==> config.mk <==
export PLATFORM = sky130hd
export DESIGN_NAME = receiver
export DESIGN_NICKNAME = d
export VERILOG_FILES = /design/src/rtl/receiver.sv
export SDC_FILE = /design/constraint.sdc
export NUM_CORES = 1
export LEC_CHECK = 0
export CAP_MARGIN = 20
export CORE_MARGIN = 8
export CORE_UTILIZATION = 45
export DETAILED_ROUTE_END_ITERATION = 8
export PLACE_DENSITY = 0.78
export SKIP_LAST_GASP = 1
export SLEW_MARGIN = 20
export SYNTH_ARGS = -nofsm -noshare
export SYNTH_HDL_FRONTEND = slang
export SYNTH_SLANG_ARGS = --single-unit
==> constraint.sdc <==
create_clock -name clk -period 1.42 [get_ports clk]
set_input_delay 0.213 -clock clk [delete_from_list [all_inputs] [get_ports clk]]
set_output_delay 0.213 -clock clk [all_outputs]
set_load 0.01 [all_outputs]
==> src/rtl/receiver.sv <==
`default_nettype none
// ============================================================================
// Module   : receiver
// Brief    : Serial-to-parallel receive stage, MSB first, with valid/ack
//            handshake, truncated-frame and overrun reporting.
// Revision : 1.0 - initial release
// ============================================================================
module receiver #(
    parameter int WIDTH = 8
) (
    input  logic             clk,
    input  logic             rst,
    input  logic             serial_in,
    input  logic             wake,
    input  logic             ack,
    output logic [WIDTH-1:0] parout,
    output logic             data_valid,
    output logic             frame_err,
    output logic             overrun,
    output logic             busy
);

    localparam int CW = $clog2(WIDTH);

    localparam logic [1:0] c_idle     = 2'd0;
    localparam logic [1:0] c_shift    = 2'd1;
    localparam logic [1:0] c_wait_low = 2'd2;

    localparam logic [CW-1:0] c_last = CW'(WIDTH - 1);
    localparam logic [CW-1:0] c_one  = CW'(1);

    logic [1:0]       r_state, w_state_nx;
    logic [WIDTH-1:0] r_shreg, w_shreg_nx;
    logic [CW-1:0]    r_cnt, w_cnt_nx;
    logic [WIDTH-1:0] r_parout, w_parout_nx;
    logic             r_data_valid, w_data_valid_nx;
    logic             r_frame_err;
    logic             r_overrun, w_overrun_nx;
    logic             r_busy;
    logic             w_complete;
    logic             w_abort;

    always_ff @(posedge clk or posedge rst) begin
        if (rst) begin
            r_state      <= c_idle;
            r_shreg      <= '0;
            r_cnt        <= '0;
            r_parout     <= '0;
            r_data_valid <= 1'b0;
            r_frame_err  <= 1'b0;
            r_overrun    <= 1'b0;
            r_busy       <= 1'b0;
        end else begin
            r_state      <= w_state_nx;
            r_shreg      <= w_shreg_nx;
            r_cnt        <= w_cnt_nx;
            r_parout     <= w_parout_nx;
            r_data_valid <= w_data_valid_nx;
            r_frame_err  <= w_abort;
            r_overrun    <= w_overrun_nx;
            r_busy       <= (w_state_nx != c_idle);
        end
    end

    always_comb begin
        w_state_nx  = r_state;
        w_shreg_nx  = r_shreg;
        w_cnt_nx    = r_cnt;
        w_parout_nx = r_parout;
        w_complete  = 1'b0;
        w_abort     = 1'b0;
        case (r_state)
            c_idle: begin
                if (wake) begin
                    w_shreg_nx = {{(WIDTH-1){1'b0}}, serial_in};
                    w_cnt_nx   = c_one;
                    w_state_nx = c_shift;
                end
            end
            c_shift: begin
                if (wake) begin
                    if (r_cnt == c_last) begin
                        w_parout_nx = {r_shreg[WIDTH-2:0], serial_in};
                        w_complete  = 1'b1;
                        w_cnt_nx    = '0;
                        w_state_nx  = c_wait_low;
                    end else begin
                        w_shreg_nx = {r_shreg[WIDTH-2:0], serial_in};
                        w_cnt_nx   = r_cnt + c_one;
                    end
                end else begin
                    w_abort    = 1'b1;
                    w_cnt_nx   = '0;
                    w_state_nx = c_idle;
                end
            end
            c_wait_low: begin
                // Bits arriving while wake stays high past a full frame are dropped.
                if (!wake) begin
                    w_state_nx = c_idle;
                end
            end
            default: begin
                w_state_nx = c_idle;
            end
        endcase
    end

    always_comb begin
        w_data_valid_nx = r_data_valid;
        w_overrun_nx    = r_overrun;
        if (w_complete) begin
            // An ack on the completing edge consumes the old frame, so no overrun.
            w_data_valid_nx = 1'b1;
            w_overrun_nx    = ack ? 1'b0 : (r_overrun | r_data_valid);
        end else if (ack) begin
            w_data_valid_nx = 1'b0;
            w_overrun_nx    = 1'b0;
        end
    end

    assign parout     = r_parout;
    assign data_valid = r_data_valid;
    assign frame_err  = r_frame_err;
    assign overrun    = r_overrun;
    assign busy       = r_busy;

endmodule
`default_nettype wire
; Yosys cells after proc, flatten, opt, wreduce, memory -nomap -nowiden
; Cells that the tools add are included.
[totals]
ff_bits = 24
in_bits = 5
output_inout_bits = 12
wordCells = 45
[op_classes]
n_addsub = 1
n_eq_ne = 6
muxes = 22
n_bitwise = 1
n_reduce_logical = 7
[ops]
columns = cell, count
row1 = 7-bit two-way mux, 3
row2 = 7-bit case mux with 2 select lines, 1
row3 = 1-bit two-way mux, 9
row4 = 3-bit two-way mux, 3
row5 = 2-bit two-way mux, 4
row6 = 2-bit != test (second input constant), 3
row7 = 2-bit case mux with 3 select lines, 1
row8 = 3-bit case mux with 2 select lines, 1
row9 = 2-bit nonzero test, 3
row10 = 4-bit AND reduction, 1
row11 = 3-bit by 1-bit adder with 3-bit output (second input constant), 1
row12 = 3-bit equality test (second input constant), 1
row13 = 3-bit AND reduction, 1
row14 = 2-bit by 1-bit equality test with 1-bit output (second input constant), 1
row15 = 2-bit equality test (second input constant), 1
row16 = 2-bit logical NOT, 1
row17 = 2-bit AND reduction, 1
row18 = 1-bit OR, 1

; Logic depth before layout (Yosys ltp)
[logic_depth]
ltp_word = 5
depth_mapped = 5
mapped_depth_nobuf = 5

; Worst setup path after synthesis
; OpenSTA, ideal clock, no wires.
[synth_path]
kind = reg2reg
from = register r_cnt[0]
to = register r_shreg[0]
setup_time_ns = 0.125
arrival_ns = 1.415
required_ns = 1.295
setup_slack_ns = -0.119
path_stages_with_launch = 6
n_path_buf = 0
synth_period_minus_slack_ns = 1.539
cell_sequence = dfrtp_1 -> ha_1 -> ha_1 -> nand2_1 -> nand2_2 -> mux2_2
[synth_via]
elab_chain_len = 3
[synth_lines]
columns = item, line_no
row1 = from (decl), 34  ; logic [CW-1:0] r_cnt, w_cnt_nx;
row2 = from (signal assigned), 56  ; r_cnt <= w_cnt_nx;
row3 = 3-bit equality test, 82  ; if (r_cnt == c_last) begin
row4 = 2-bit != test (no source line), -
row5 = 4-bit AND reduction (no source line), -
row6 = to (signal assigned), 55  ; r_shreg <= w_shreg_nx;
row7 = to (decl), 33  ; logic [WIDTH-1:0] r_shreg, w_shreg_nx;
; Every way passes these cells.
; A chain may end at the register's enable or synchronous reset.

; Worst setup path after layout
; Ends and elaborated chain as after synthesis.

==> summary.md <==
| Metric | Value |
|---|---|
| Status | `complete, no violations` |
| Peak Freq | `717 MHz` |
| Initial antenna violation count | `0` |
| CTS Buf Count | `3` |
| Count of flip-flops with a built-in enable after synthesis | `0` |
| Max-slew violations | `0` |
| Share of power burned in registers | `62.8%` |
| Final setup violation count | `0` |
| Row cnt | `17` |
| Placed instance count | `123` |
| Clk slew on worst S/H paths | `0.12 ns` |
| Hold_buf cts | `0` |
| Post-Synth Simple-Gate Area | `11.0%` |
| Root Buffer | `clkbuf_4` |
| # IOs | `17` |
| Hold/Removal Path Class | `primary input to asynchronous set/reset pin` |
| Worst Hold Slack | `0.231 ns` |
| Worst Max-Slew Pin Slew | `0.362 ns` |
| Via count | `665` |
| Element type at the critical path end | `flip-flop` |
| Total gr overflow | `0` |
| Largest net degree at the start of global routing | `25` |
| Slew margin rel. | `75.8%` |
| Mapped Nets | `80` |
| Die area | `3960 um^2` |
| Synth Area in Compound Gates | `12.5%` |
| First-pass GRT wire length | `3190 um` |
| R2R Path Start | `r_cnt[0]` |
| Routed WL per cell | `14.6 um` |
| Finished Layout Cells | `126` |
| Post-Synthesis Cells | `73` |
| Synth Flop Type | `dfrtp_1` |
| Adder-Cell Fraction of Synth Area | `2.52%` |
| Syn avg cell area | `13.6 um^2` |
| H-tree Lvls | `1` |
| Nets | `107` |
| Vias in the first global route | `704` |
| WP data required | `1.63 ns` |
| Post-CTS Setup Inserts | `0` |
| Comb pwr share | `12.7%` |
| YS warnings | `0` |
| Max_cap viols | `0` |
| Seq/Total Area, Yosys | `60.5%` |
| RSZ-0062 raised after global routing | `yes` |
| Share of layout cells above drive strength 1 | `34.7%` |
| Clock Skew | `0.00317 ns` |
| Starting Density | `46.2%` |
| FF+latch area | `601 um^2` |
| WS Path Type | `flip-flop to flip-flop` |
| Post-synthesis register bit count | `24` |
| Max Buffers Root-to-Sink | `2` |
| Pwr dens | `912 nW/um^2` |
| Die height | `63.0 um` |
| Synth-to-Final Area Change | `30.0%` |
| Largest family of logic cells by synthesized area | `compound AO/OA/AOI/OAI gates` |
| Worst setup SP type | `flip-flop` |
| Sw Share | `24.1%` |
| VDD IR-drop max | `0.546 mV` |
| TritonRoute pass-1 iters | `4` |
| I/O Buffers | `16` |
| Tmin final | `1.40 ns` |
| Die span in x | `63.0 um` |
| Multiplexer share of the synthesized area | `10.2%` |
| # DRC | `0` |
| Filler cells | `182` |
| All-Layer GR Usage | `10.1%` |
| Pleak | `0.671 nW` |
| Vias per cell | `5.28` |
| Routed WL | `1840 um` |
| Post-Synth XOR/XNOR Area | `0%` |
| Starting DRC count in detailed routing | `6` |
| Origin of the worst setup path | `r_cnt[0]` |
| Ys async rst share | `100%` |
| Clock network fraction of design power | `24.5%` |
| Reg2Reg Depth | `5` |
| Dpl hpwl | `1370 um` |
| Ant diodes | `0` |
| R2r setup slk | `0.02 ns` |
| Clk Latency, worst-skew pair | `0.31 ns` |
| Int Pwr | `0.894 mW` |
| RR Endpoint | `r_shreg[0]` |
| Post-route clock period utilization | `98.3%` |
| Routability Congestion | `0.756` |
| CTS tree | `done` |
| Hold Vio Cnt, Final | `0` |
| Synth Cell Area | `992 um^2` |
| Worst-path fanout max | `8` |
| Routed Antenna Nets | `0` |
| P_sw | `0.283 mW` |
| Clock sinks | `24` |
| Multi-input gate area | `400 um^2` |
| Worst Path Arrival | `1.61 ns` |
| Library cells used by synthesis | `20` |
| Core Area | `2150 um^2` |
## critical path, stage by stage (launching register included)
cell     delay [ns]
dfrtp_1        0.44
ha_4           0.17
ha_4           0.17
nand2_4        0.07
nand2_4        0.12
mux2_2         0.34
## cell families after synthesis
kind of cell / after synthesis
multiplexers: 9
flip-flops: 24
AO/OA/AOI/OAI: 15
AND/OR/NAND/NOR: 17
buffers and inverters: 6
adder cells (fa/ha/maj): 2
## routing by layer
layer,vias to the layer above,wire (um),part of all wire (%),track usage [%]
met5,-,0,0,0
met3,5,66,3.6,2.15
li1,314,-,-,-
met4,0,62,3.4,8.26
met1,333,786,43,11.4
met2,13,927,50,16.0
## stage by stage
stage | worst slack [ns] | instance area [um^2] | setup TNS (ns) | power (mW) | util, %
floorplan | 0.0155 | 1010 | 0 | 0.827 | -
global placement | -0.0959 | 1250 | -0.941 | 0.887 | 58.1
detailed placement | -0.122 | 1250 | -1.39 | 0.899 | 58.1
CTS | 0.00890 | 1270 | 0 | 1.19 | 59.3
global route | -0.0133 | 1290 | -0.0133 | 1.23 | 60.0
finish | 0.0246 | 1290 | 0 | 1.18 | 60.0
## cells in the mapped netlist, types with 2 or more instances
cell	instances	area [um^2]
mux2_2	9	101
nor2_1	3	11.3
a32o_1	2	20.0
a21bo_2	6	60.1
inv_1	3	11.3
nor2b_1	4	25.0
dfrtp_1	24	601
buf_2	2	10.0
a21oi_1	3	15.0
ha_1	2	25.0
nand4_1	6	37.5
## sequential cells by signal, indices dropped and copies added (netlist names)
| signal | count |
|---|---|
| r_state | 2 |
| busy | 1 |
| r_shreg | 7 |
| frame_err | 1 |
| overrun | 1 |
| r_cnt | 3 |
| data_valid | 1 |
| parout | 8 |
## worst max-delay path by stage
stage / to / slack, ns / depth (start not counted)
floorplan: r_shreg[0] / 0.02 / 5
global placement: parout[0] / -0.1 / 4
detailed placement: parout[6] / -0.12 / 4
CTS: r_shreg[4] / 0.009 / 3
global route: r_shreg[0] / -0.01 / 5
finish: r_shreg[0] / 0.02 / 5
## placed cells by master, fill, tap and decap left out
cell / count
mux2_2: 9
a32o_1: 2
a21oi_1: 3
nand2_4: 2
clkdlybuf4s50_1: 4
dfrtp_1: 24
dlymetal6s2s_1: 1
inv_1: 3
clkbuf_4: 3
a21bo_2: 6
o21ai_0: 1
nor2b_2: 1
buf_6: 1
a41oi_1: 1
nand4_1: 6
and2b_2: 1
nand3_4: 1
dlygate4sd2_1: 11
o21bai_1: 1
nor2_1: 3
nor2b_1: 3
buf_4: 8
a21boi_0: 1
ha_4: 2
## timing repair
| item | in CTS | in global routing |
|---|---|---|
| resized for setup | 14 | 5 |
| endpoints found under the setup margin | 21 | 17 |
| pin swaps | 2 | 1 |
## final cells by class
| type | instances | share of cell area, % |
|---|---|---|
| Timing Repair Buffer | 25 | 17.1 |
| Sequential cell | 24 | 46.6 |
| Tap cell | 28 | 2.72 |
| Clock buffer | 3 | 1.75 |
| Inverter | 3 | 0.873 |
| Multi-Input combinational cell | 43 | 31.0 |
## power groups by stage
stage	Clock, mW	Combinational, mW	Sequential (mW)
2_1_floorplan	0	0.0780	0.749
3_3_place_gp	0	0.139	0.748
3_5_place_dp	0	0.149	0.750
4_1_cts	0.293	0.152	0.740
5_1_grt	0.322	0.167	0.744
6_report	0.288	0.149	0.739
Note: power is estimated with default switching activity, not from simulation.
